==> config.mk <==
export PLATFORM = sky130hd
export DESIGN_NAME = div_seq
export DESIGN_NICKNAME = d
export VERILOG_FILES = /design/src/rtl/div_seq.sv
export SDC_FILE = /design/constraint.sdc
export NUM_CORES = 1
export LEC_CHECK = 0
export CAP_MARGIN = 30
export CORE_ASPECT_RATIO = 1.25
export CORE_UTILIZATION = 35
export CTS_CLUSTER_SIZE = 8
export DETAILED_ROUTE_END_ITERATION = 10
export PLACE_DENSITY_LB_ADDON = 0.15
export RECOVER_POWER = 50
export SYNTH_ARGS = -nofsm -noshare
export SYNTH_HDL_FRONTEND = slang
export SYNTH_SLANG_ARGS = --single-unit
==> constraint.sdc <==
create_clock -name clk -period 4.2 [get_ports clk]
set_clock_uncertainty 0.15 [all_clocks]
set_input_delay 0.63 -clock clk [delete_from_list [all_inputs] [get_ports clk]]
set_output_delay 0.63 -clock clk [all_outputs]
set_load 0.02 [all_outputs]
==> src/rtl/div_seq.sv <==
// Iterative radix-2 restoring divider for DIV/DIVU in EX.
// Returns {remainder, quotient}; EX holds start_i until ready_o.
module div_seq #(
  parameter int DATA_W = 32
) (
  input  logic                clk,
  input  logic                rst,
  input  logic                signed_div_i,
  input  logic [DATA_W-1:0]   opdata1_i,
  input  logic [DATA_W-1:0]   opdata2_i,
  input  logic                start_i,
  input  logic                annul_i,
  output logic [2*DATA_W-1:0] result_o,
  output logic                ready_o
);

  localparam int CW = $clog2(DATA_W) + 1;

  typedef enum logic [1:0] {
    FREE,
    BYZERO,
    ON,
    END
  } state_t;

  state_t            state_q;
  state_t            state_d;
  logic [CW-1:0]     cnt_q;
  logic [DATA_W-1:0] dvd_q;
  logic [DATA_W-1:0] dsr_q;
  logic [DATA_W-1:0] quo_q;
  logic [DATA_W-1:0] rem_q;
  logic              neg_q_q;
  logic              neg_r_q;

  logic [DATA_W:0]   pr;
  logic [DATA_W-1:0] diff;
  logic              ge;
  logic [DATA_W-1:0] rem_nx;
  logic [DATA_W-1:0] quo_fin;
  logic [DATA_W-1:0] rem_fin;
  logic [DATA_W-1:0] a_abs;
  logic [DATA_W-1:0] b_abs;
  logic              go;
  logic              last;

  // One restoring step, operand magnitudes and final sign fix-up
  always_comb begin
    pr      = {rem_q, dvd_q[DATA_W-1]};
    ge      = pr >= {1'b0, dsr_q};
    diff    = pr[DATA_W-1:0] - dsr_q;
    rem_nx  = ge ? diff : pr[DATA_W-1:0];
    quo_fin = neg_q_q ? ('0 - quo_q) : quo_q;
    rem_fin = neg_r_q ? ('0 - rem_q) : rem_q;
    a_abs   = (signed_div_i && opdata1_i[DATA_W-1])
            ? ('0 - opdata1_i) : opdata1_i;
    b_abs   = (signed_div_i && opdata2_i[DATA_W-1])
            ? ('0 - opdata2_i) : opdata2_i;
    go      = start_i && !annul_i;
    last    = cnt_q == CW'(DATA_W);
  end

  // Next-state logic
  always_comb begin
    state_d = state_q;
    unique case (state_q)
      FREE: begin
        if (go)
          state_d = (opdata2_i == '0) ? BYZERO : ON;
      end
      BYZERO: state_d = END;
      ON: begin
        if (annul_i)   state_d = FREE;
        else if (last) state_d = END;
      end
      END: begin
        if (!start_i || annul_i)
          state_d = FREE;
      end
      default: state_d = FREE;
    endcase
  end

  // State, datapath and registered outputs
  always_ff @(posedge clk) begin
    if (rst) begin
      state_q  <= FREE;
      cnt_q    <= '0;
      dvd_q    <= '0;
      dsr_q    <= '0;
      quo_q    <= '0;
      rem_q    <= '0;
      neg_q_q  <= 1'b0;
      neg_r_q  <= 1'b0;
      result_o <= '0;
      ready_o  <= 1'b0;
    end else begin
      state_q <= state_d;
      unique case (state_q)
        FREE: begin
          result_o <= '0;
          ready_o  <= 1'b0;
          if (go) begin
            cnt_q   <= '0;
            dvd_q   <= a_abs;
            dsr_q   <= b_abs;
            quo_q   <= '0;
            rem_q   <= '0;
            neg_q_q <= signed_div_i
                    && (opdata1_i[DATA_W-1] ^ opdata2_i[DATA_W-1]);
            neg_r_q <= signed_div_i && opdata1_i[DATA_W-1];
          end
        end
        BYZERO: begin
          result_o <= '0;
          ready_o  <= 1'b1;
        end
        ON: begin
          if (!annul_i) begin
            if (!last) begin
              rem_q <= rem_nx;
              quo_q <= {quo_q[DATA_W-2:0], ge};
              dvd_q <= {dvd_q[DATA_W-2:0], 1'b0};
              cnt_q <= cnt_q + 1'b1;
            end else begin
              result_o <= {rem_fin, quo_fin};
              ready_o  <= 1'b1;
            end
          end
        end
        END: begin
          if (!start_i || annul_i) begin
            result_o <= '0;
            ready_o  <= 1'b0;
          end
        end
        default: begin
          result_o <= '0;
          ready_o  <= 1'b0;
        end
      endcase
    end
  end

endmodule

Word level (Yosys, flattened, before mapping)
Index checks and enable logic that the tools add are counted.
{ "word_totals": {"output_inout_bits": 65, "word_cells": 77, "ff_bits": 203, "input_bits": 69} }
{ "op_classes": {"magnitude_cmp": 1, "bitwise_logic": 1, "eq_ne": 10, "n_mux": 34, "n_addsub": 6, "n_reduce_logical": 15} }
{ "ops": {"columns": ["operator", "count"], "rows": [
  ["32-bit two-way mux", 13],
  ["64-bit two-way mux", 3],
  ["32-bit one-hot mux with 2 select lines", 3],
  ["64-bit one-hot mux with 3 select lines", 1],
  ["1-bit by 32-bit subtractor with 32-bit output, first input constant", 4],
  ["33-bit by 32-bit greater-or-equal comparator with 1-bit output", 1],
  ["32-bit logical NOT", 1],
  ["32-bit subtractor", 1],
  ["6-bit two-way mux", 3],
  ["6-bit one-hot mux with 2 select lines", 1],
  ["2-bit two-way mux", 5],
  ["2-bit inequality test, second input constant", 5],
  ["2-bit one-hot mux with 4 select lines", 1],
  ["6-bit by 1-bit adder with 6-bit output, second input constant", 1],
  ["6-bit == test, second input constant", 1],
  ["3-bit AND reduction", 2],
  ["2-bit == test, second input constant", 2],
  ["1-bit logical AND", 4],
  ["1-bit one-hot mux with 4 select lines", 1],
  ["4-bit AND reduction", 1],
  ["1-bit two-way mux", 3],
  ["3-bit inequality test, second input constant", 1],
  ["2-bit by 1-bit == test with 1-bit output, second input constant", 1],
  ["1-bit logical NOT", 2],
  ["6 further kinds", 6]
]} }

Logic depth before layout (Yosys ltp)
Gate-level depths: netlist (run 1).
{ "logic_depth": {"ltp_word": 5, "mapped_depth": 14, "depth_no_buf": 13} }

Worst setup path before layout (run 1)
Ideal clock, no wire load.
{ "synth_path": {"path_type": "register to register", "startpoint": "reg rem_q[5]", "endpoint": "reg rem_q[21]", "t_arrival_ns": 2.822, "setup_time_ns": 0.117, "t_required_ns": 3.933, "setup_slack_ns": 1.111, "stages_incl_launch_ff": 13, "period_less_slack_ns": 3.089, "cell_sequence": "dfxtp_1 > ha_1 > a211o_1 > a21oi_1 > nand3_1 > a41oi_1 > a21oi_1 > a31o_1 > clkbuf_1 > buf_2 > nor2_1 > a21oi_1 > a22o_1"} }
{ "synth_via": {"elab_chain_cells": 5, "elab_cells_between_ends": 6, "classes_between": "add/sub: 1; order compare: 1; mux: 4"} }
{ "synth_rtl": {"columns": ["element", "line", "rtl"], "rows": [
  ["start: declaration", "32", "logic [DATA_W-1:0] rem_q;"],
  ["start signal: assignment", "121", "rem_q <= rem_nx;"],
  ["32-bit subtractor or 33-bit by 32-bit greater-or-equal comparator with 1-bit output (tied branches)", "51, 50", null],
  ["32-bit two-way mux (*)", "52", "rem_nx = ge ? diff : pr[DATA_W-1:0];"],
  ["32-bit two-way mux (*)", "120", "if (!last) begin"],
  ["32-bit two-way mux (*)", "119", "if (!annul_i) begin"],
  ["32-bit one-hot mux with 2 select lines (*)", "99", "unique case (state_q)"]
]} }
Every way passes the cells marked *; elsewhere a longest branch is shown, timed or not. The select of a mux whose other input is x is not followed.
A chain may end at the register's enable or synchronous reset.

Worst setup path in the final report (run 1)
{ "layout_path": {"startpoint": "reg state_q[0]", "endpoint": "reg cnt_q[4]"} }
{ "layout_via": {"elab_chain_cells": 3, "elab_cells_between_ends": 8, "classes_between": "eq/ne: 4; mux: 1; reduce/logical: 3"} }
{ "layout_rtl": {"columns": ["element", "line", "rtl"], "rows": [
  ["start: declaration", "26", "state_t state_q;"],
  ["start signal: assignment", "98", "state_q <= state_d;"],
  ["2-bit == test or 2-bit logical NOT (tied branches)", "99", null],
  ["2-bit inequality test (no line) or 2-bit nonzero test (tied branches)", null, null],
  ["4-bit AND reduction (no line)", null, null],
  ["end signal: assignment", "124", "cnt_q <= cnt_q + 1'b1;"],
  ["end: declaration", "28", "logic [CW-1:0] cnt_q;"]
]} }
Several ways; a longest one is shown, not always the timed one.

==> summary by stage, run 1 <==
Outcome
The run finished, with violations left. The final reports fail on capacitance limit, slew limit.

Critical path
The destination of the critical timing path is cnt_q[4]. Tracing the worst setup path back leads to its startpoint at state_q[0]. The worst setup path is launched from a flip-flop. At the worst endpoint, the arrival time is 3.74 ns. The number of buffer and inverter instances along the worst setup path is 2. In this run the register-to-register setup slack is 0.76 ns. In this run the critical register-to-register path is launched from state_q[0].

The standard cell with the maximum stage delay on the critical path is sky130_fd_sc_hd__clkbuf_1. Walking the worst path, the cells encountered are inv_1 > ha_1 > nor2b_1 > a2111oi_2 > clkbuf_1 > nand4_1 > xor2_1 > nor2_1. The depth of the most critical reg-to-reg path is 8. The depth of the critical timing path with buffers and inverters included is 8. The type of destination of the critical path is a flip-flop. The critical path in this run is classified as flip-flop to flip-flop. Data on the critical path is required at its endpoint by 4.49 ns. The endpoint identified for the worst register-to-register timing path is cnt_q[4]. Grouping stages by cell kind, the critical path spends the most delay in buffers and inverters. The largest fanout on the critical path is 31. On the worst path, the slowest cell contributes a delay of 1.10 ns.

Cells and area
Relative to the synthesized area, the layout overhead comes to 21.00%. The number of inserted diodes is 0. Measured on the finished design, the core utilization comes to 0.4291.

The count of cells in the finished layout, fillers not included, comes to 2040. In the final design database the tool counted 1728 nets. The layout cell share with drive strength beyond 1 is 0.05071.

Clock tree
Counting every sink on the clock net gives 203. In this run the clock root is driven by a sky130_fd_sc_hd__clkbuf_16. Clock tree synthesis inserted a total of 29 buffers. The TritonCTS clock tree is done.

The number of buffers added for setup after CTS is 0. CTS built an H-tree with a depth of 1. The clock transition time at the flip-flop clock pins of the worst setup and hold paths is 0.05 ns.

The count of hold-fix buffers inserted at cts is 0. The number of cells upsized or downsized after cts is 0. The deepest clock path buffer count is 3. The clock latency of the later-clocked register in the worst-skew pair is 0.55 ns.

STA
The final-report max-slew violation count was 42. The minimum clock period is 3.445 ns. The number of hold violations in the final report is 0. Across all setup checks in the final design, the least slack found is 0.7552 ns. Setup violations remaining at the end of the flow were counted as 0. The actual transition at the worst max-transition pin is 1.868 ns. In the final timing run, aggregate negative setup slack is 0 ns. Setup repair after global routing left no endpoint under its margin. Derived from the worst setup path, the maximum achievable clock frequency is 0.2903 GHz. The headroom to the max-slew limit is -0.2456. In the finished design, the share of the clock period the worst path needs comes to 0.8202.

Floorplanning
The top-level I/O count is 134. The number of placement rows is 75. In this run the vertical extent of the chip is 208.0 um. In this run the standard cell core region covers 33500 um^2. The initial cell density of the core is 0.3546.

From left edge to right edge, the die measures 166.8 um. The floorplan step defined a die boundary enclosing 34680 um^2.

Yosys
The combined area of all synthesized cells is 11880 um^2. The number of warnings issued by yosys is 0. The post-synth net total is 1633. Yosys attributes the largest share of cell area to sky130_fd_sc_hd__dfxtp_1 34%, sky130_fd_sc_hd__xnor2_1 7.5%, sky130_fd_sc_hd__nand2_1 6.6%.

The share of the yosys chip area belonging to registers is 0.3421. The predominant post-synthesis flop cell is sky130_fd_sc_hd__dfxtp_1. Counting flops with a built-in enable in the synthesized netlist gives 0. In the synthesized netlist the async set-or-reset flop fraction comes to 0. The gate count of the mapped netlist is 1521. The number of register bits inferred by synthesis is 203. The cell type with the highest aggregate area in the netlist is sky130_fd_sc_hd__dfxtp_1.

Of the post-synthesis cell area, the dominant cell type holds 0.3421. The average footprint of a synthesized cell is 7.810 um^2. The count of distinct cell types in the synthesized netlist is 69.

Power
Overall power consumption after layout is estimated at 0.006044 W. For this design the static power due to leakage is 5.565 nW. Dividing total power by cell area gives a power density of 420.5 nW/um^2. VDD sags by at most 0.0002658 V.

Global route
The first-pass GRT wire length is 52.62 mm. The via count of the first global-routing pass is 10180. For this run the aggregate overflow at the end of global routing stands at 0.

The overall track demand over capacity in global routing is 0.1846. The maximum number of pins on one net before global-route repair is 102. The initial antenna violation count is 0.

Detailed routing
The via count normalized by instance count is 5.246. The number of iterations in the first detailed-routing pass is 5. The number of antenna-violating nets in the routed design is 0.

The total DRC errors in the routed layout is 0. Across all layers, the routed design uses 10700 vias. The total routed wirelength is 32.29 mm. The average detailed-routed wire length per instance is 15.83 um. The DRC violation total after the first TritonRoute iteration is 604.

Placement
At the end of routability-driven placement, the weighted congestion stood at 0.8728. The pre-CTS setup slack is 0.6795 ns. The total half-perimeter wirelength after legalization and detailed placement is 23.85 mm. Including well taps, the total number of placed cells is 2008.

The count of buffers added on input and output ports is 133.

Run
The count of maximum capacitance violations is 1.

Min path
In this run the worst hold path is classified as flip-flop to flip-flop.
## synthesized netlist by cell type (3+ instances only)
| cell | number |
|---|---|
| sky130_fd_sc_hd__a2111oi_0 | 3 |
| sky130_fd_sc_hd__a211o_1 | 4 |
| sky130_fd_sc_hd__a211oi_1 | 31 |
| sky130_fd_sc_hd__a21o_1 | 13 |
| sky130_fd_sc_hd__a21oi_1 | 110 |
| sky130_fd_sc_hd__a22o_1 | 27 |
| sky130_fd_sc_hd__a22oi_1 | 71 |
| sky130_fd_sc_hd__a31oi_1 | 15 |
| sky130_fd_sc_hd__a41oi_1 | 4 |
| sky130_fd_sc_hd__and2_1 | 3 |
| sky130_fd_sc_hd__buf_1 | 6 |
| sky130_fd_sc_hd__clkbuf_1 | 83 |
| sky130_fd_sc_hd__dfxtp_1 | 203 |
| sky130_fd_sc_hd__ha_1 | 42 |
| sky130_fd_sc_hd__inv_1 | 59 |
| sky130_fd_sc_hd__mux2i_1 | 11 |
| sky130_fd_sc_hd__nand2_1 | 208 |
| sky130_fd_sc_hd__nand2b_1 | 9 |
| sky130_fd_sc_hd__nand3_1 | 29 |
| sky130_fd_sc_hd__nand4_1 | 15 |
| sky130_fd_sc_hd__nor2_1 | 151 |
| sky130_fd_sc_hd__nor2b_1 | 7 |
| sky130_fd_sc_hd__nor3_1 | 17 |
| sky130_fd_sc_hd__nor4_1 | 14 |
| sky130_fd_sc_hd__o21a_1 | 5 |
| sky130_fd_sc_hd__o21ai_0 | 46 |
| sky130_fd_sc_hd__o21ai_1 | 67 |
| sky130_fd_sc_hd__o21bai_1 | 6 |
| sky130_fd_sc_hd__o31ai_1 | 28 |
| sky130_fd_sc_hd__o41ai_1 | 8 |
| sky130_fd_sc_hd__or2_1 | 4 |
| sky130_fd_sc_hd__or2_2 | 5 |
| sky130_fd_sc_hd__or3_1 | 11 |
| sky130_fd_sc_hd__or3_4 | 3 |
| sky130_fd_sc_hd__or4_1 | 8 |
| sky130_fd_sc_hd__or4_4 | 4 |
| sky130_fd_sc_hd__xnor2_1 | 102 |
| sky130_fd_sc_hd__xor2_1 | 49 |
## how the worst min path moves through the flow
| stage | start | to | slack [ns] | depth (start not counted) |
|---|---|---|---|---|
| detailed placement | dvd_q[10] | dvd_q[10] | 0.30 | 2 |
| CTS | dvd_q[10] | dvd_q[10] | 0.31 | 2 |
| finish | result_o[33] | result_o[33] | 0.30 | 2 |
| global placement | result_o[3] | result_o[3] | 0.29 | 2 |
| global route | dvd_q[24] | dvd_q[24] | 0.31 | 2 |
| floorplan | dsr_q[26] | dsr_q[26] | 0.28 | 2 |
## report_power, final
group / total, W / internal [W] / leakage, nW / switching (W)
logic: 0.00180 / 0.000673 / 3.54 / 0.00113
clock network: 0.00208 / 0.00127 / 0.377 / 0.000815
registers: 0.00216 / 0.00207 / 1.64 / 0.0000895
total: 0.00604 / 0.00401 / 5.56 / 0.00204
## worst min-delay path, stage by stage, from the launching register on
cell and delay [ns]:
sky130_fd_sc_hd__dfxtp_1 0.30, sky130_fd_sc_hd__nand2_1 0.05, sky130_fd_sc_hd__a21oi_1 0.05
## layout by cell type, fill, tap and decap left out, drive strengths merged, types with 11 or more instances in the layout
cell and count:
nand2 208, dfxtp 203, nor2 153, o21ai 113
a21oi 110, xnor2 102, a22oi 71, clkdlybuf4s50 66
dlygate4sd3 66, inv 61, xor2 49, ha 42
clkbuf 33, a211oi 31, o31ai 30, nand3 29
a22o 27, buf 22, nor3 18, nand4 15
a31oi 15, nor4 15, or3 14, a21o 13
or4 13, mux2i 11
## state kept, by name, summed over array words and instances, names as in the netlist
signal	flops
result_o	64
dsr_q	32
dvd_q	32
quo_q	32
rem_q	32
cnt_q	6
state_q	2
neg_q_q	1
neg_r_q	1
ready_o	1
## per-layer routing
metal  track usage  wire (um)
met1        0.2466      15520
met3       0.01940        962
met5             0          0
met4       0.05300        660
met2        0.3134      15140
## final cells by class
cell class	count	area, um^2
Clock buffer	30	729.5
Clock inverter	2	38.79
Fill cell	3440	19130
Inverter	60	225.2
Multi-Input combinational cell	1165	7251
Sequential cell	203	4064
Tap cell	423	529.3
Timing Repair Buffer	157	1536
## cells by family (layout without fill, tap and decap cells)
family | Yosys count | in the layout | share of synthesized area
flops | 203 | 203 | 0.3421
xor+xnor | 151 | 151 | 0.1113
simple gates | 502 | 502 | 0.1914
fa+ha+maj | 43 | 43 | 0.04592
compound gates | 458 | 458 | 0.2499
buf+inv | 153 | 249 | 0.05003
mux | 11 | 11 | 0.009269
## metrics by stage
stage / hold slack, ns / area (um^2)
floorplan: 0.2819 / 11880
global placement: 0.2922 / 13620
detailed placement: 0.2980 / 13620
CTS: 0.3051 / 14390
global route: 0.3111 / 14370
finish: 0.2975 / 14370
Note: power is estimated with default switching activity, not from simulation.
==> inputs of run 2 (changes only) <==
Clock period 4.2 ns to 3.45 ns, I/O delays scaled along.
==> summary by stage, run 2 (synthesized netlist as in run 1, its figures left out) <==
Cells and area
The number of inserted diodes is 0 (unchanged). The final-layout fill cell count is 3390 (-1.5%). The post-route cell area is 14680 um^2 (+2.1%).

The final net count is 1777 (+2.8%). The library cell used most frequently in the layout, excluding fill and tap cells, is sky130_fd_sc_hd__nand2_1. In the layout the commonest cells are 208 x sky130_fd_sc_hd__nand2_1, 203 x sky130_fd_sc_hd__dfxtp_1, 150 x sky130_fd_sc_hd__nor2_1. The layout-stage area growth over the synthesis result is 23.58%.

The layout cell share with drive strength beyond 1 is 0.07978 (+0.02907). The flip-flop count of the largest register after layout is 64 (unchanged). The number of non-filler instances in the completed layout is 2090 (+2.5%).

The register with the highest flop count is result_o.

Critical path
The startpoint identified for the worst register-to-register timing path is dsr_q[0]. The worst setup path is captured at a flip-flop. The largest fanout on the critical path is 3 (-90%). The terminus of the critical flop-to-flop path is rem_q[26]. The endpoint required time on the critical path is 3.73 ns (-0.76 ns). The critical path is of the flip-flop to flip-flop type. The data arrival time of the worst path is 3.53 ns (-0.21 ns).

The reg-to-reg setup timing slack is 0.20 ns (-0.55 ns). The depth of the most critical reg-to-reg path is 12 (+4). The startpoint class of the critical path is a flip-flop.

Floorplanning
The floorplan die area was 34680 um^2 (unchanged). The placeable core region is 33500 um^2 (unchanged). The die outline width is 166.8 um (unchanged).

The number of placement rows is 75 (unchanged). The height of the die was 208.0 um (unchanged). The initial cell density of the core is 0.3546 (unchanged). The top-level I/O count is 134 (unchanged).

Placement
The count of buffers inserted at the top-level ports is 133 (unchanged). The pre-CTS setup slack was -0.06093 ns (-0.7404 ns). The instance area after placement was 13960 um^2 (+2.5%). The placer's final routability congestion estimate is 0.8506 (-2.5%).

The total half-perimeter wirelength after legalization and detailed placement was 24.53 mm (+2.8%). The cell count after placement was 2057 (+2.4%).

Min path
The origin of the worst min-delay path is rst. The classification of the worst-slack hold path is input port to flip-flop. The worst min-delay path endpoint is dvd_q[17]. The cell depth of the worst hold path is 2 (unchanged).

STA
The total setup violations reported at the end of the flow was 0 (unchanged). The minimum clock period is 3.249 ns (-0.1955 ns). Setup repair after global routing left no endpoint under its margin. The actual transition at the worst max-transition pin is 1.079 ns (-0.7893 ns). The worst hold-check slack is 0.1937 ns (-0.1038 ns). The smallest setup slack after layout is 0.2006 ns (-0.5545 ns). The headroom to the max-slew limit was 0.2806 (+0.5262). The timing-limited maximum frequency is 0.3078 GHz (+6.0%). The final-report max-slew violation count is 0 (-100%). The post-route fraction of the period consumed by the critical path is 0.9419 (+0.1217). The number of hold violations in the final report is 0 (unchanged).

Clock tree
The deepest clock path buffer count was 3 (unchanged). The number of buffers added for setup after CTS is 0 (unchanged). The tree is rooted in a sky130_fd_sc_hd__clkbuf_16. The TritonCTS clock tree is done. The clock latency of the later-clocked register in the worst-skew pair is 0.56 ns (about the same). The number of levels the H-tree was split into is 1 (unchanged). The number of sinks driven by the clock tree is 203 (unchanged).

The count of hold-fix buffers inserted at cts is 0 (unchanged). The clock transition time at the flip-flop clock pins of the worst setup and hold paths is 0.05 ns (about the same). The number of clock buffers inserted by TritonCTS is 29 (unchanged).

Detailed routing
The DRC violation total after the first TritonRoute iteration is 525 (-13%). The number of antenna-violating nets in the routed design came to 0 (unchanged). The number of iterations in the first detailed-routing pass is 5 (unchanged). The total DRC errors in the routed layout is 0 (unchanged).

The total routed wirelength is 32.91 mm (+1.9%). The via count normalized by instance count is 5.207 (-0.74%). The via count is 10880 (+1.7%).

The average detailed-routed wire length per instance is 15.75 um (-0.50%).

Power
The power density normalized to cell area is 502.3 nW/um^2 (+19%). The leakage power summed over all cells is 5.791 nW (+4.1%). The total power of the final layout is 0.007374 W (+22%). The worst vdd rail ir drop is 0.0003889 V (+46%).

Global route
The overall track demand over capacity in global routing is 0.1899 (+0.005362). The initial antenna violation count is 0 (unchanged). The fraction of met3 tracks used by global routing is 0.02054 (+0.001141).

The met1 usage in global routing is 0.2496 (+0.002967). The first-pass GRT wire length is 53.99 mm (+2.6%). In this run the most used layer during global routing was met2.

The via count of the first global-routing pass is 10450 (+2.7%). The global routing met2 resource utilization is 0.3283 (+0.01492). The final global-route overflow total came to 0 (unchanged).

The maximum number of pins on one net before global-route repair is 76 (-25%).

Run
The count of maximum capacitance violations is 0 (-1).

Outcome
The flow ran to the end, and the final reports show no timing, DRC or antenna violations.
-- run 2: cell count changes in the layout (fill, tap and decap cells not counted), sizes merged --
cell    before  now
buf         22   68
clkbuf      33   37
bufinv       1    0
clkinv       0    1
-- run 2: layout make-up --
cell class	instances	area, um^2	area share
clock buffer	31	733.2	0.04994
inverter	60	225.2	0.01534
timing repair buffer	206	1859	0.1267
tap	423	529.3	0.03605
sequential	203	4064	0.2768
clock inverter	2	13.76	0.0009375
multi-input combinational	1165	7256	0.4942
-- run 2: critical path, cell delays in order, from the launching register on --
cell                        delay [ns]
sky130_fd_sc_hd__dfxtp_1          0.37
sky130_fd_sc_hd__ha_1             0.20
sky130_fd_sc_hd__inv_1            0.06
sky130_fd_sc_hd__fa_1             0.42
sky130_fd_sc_hd__a211oi_1         0.33
sky130_fd_sc_hd__o211a_1          0.28
sky130_fd_sc_hd__nor4_2           0.08
sky130_fd_sc_hd__o2111ai_1        0.31
sky130_fd_sc_hd__a31oi_1          0.13
sky130_fd_sc_hd__a31oi_1          0.26
sky130_fd_sc_hd__o21ai_0          0.14
sky130_fd_sc_hd__xor2_1           0.17
sky130_fd_sc_hd__a31o_1           0.22
-- run 2: worst max-delay path by stage --
stage,from,end,slack [ns],cells past startpoint
floorplan,rem_q[5],rem_q[21],0.36,12
global placement,opdata2_i[0],state_q[1],-0.07,10
detailed placement,opdata2_i[0],state_q[1],-0.06,10
CTS,dvd_q[31],rem_q[30],0.14,14
global route,dvd_q[31],rem_q[30],0.02,14
finish,dsr_q[0],rem_q[26],0.20,12
-- run 2: timing repair --
item	in CTS	in global routing
endpoints found under the hold margin	0	0
setup endpoints to repair	0	13
resized for setup	0	2
-- run 2: through the flow --
step | setup TNS [ns] | utilization
after global placement | -0.07013 | 0.4167
final | 0 | 0.4382
after floorplan | 0 | -
after detailed placement | -0.06093 | 0.4167
after CTS | 0 | 0.4390
after global routing | 0 | 0.4382
-- run 2: where the power goes --
group / switching, W / internal [W] / leakage [nW]
combinational: 0.00140 / 0.000872 / 3.78
sequential: 0.000107 / 0.00252 / 1.64
clock: 0.00100 / 0.00147 / 0.368
total: 0.00251 / 0.00486 / 5.79
-- run 2: routing by layer --
metal / vias to the layer above / routed length (um)
met5: - / 0
met4: 0 / 648
met3: 44 / 1082
met2: 193 / 15570
met1: 4969 / 15610
li1: 5676 / -
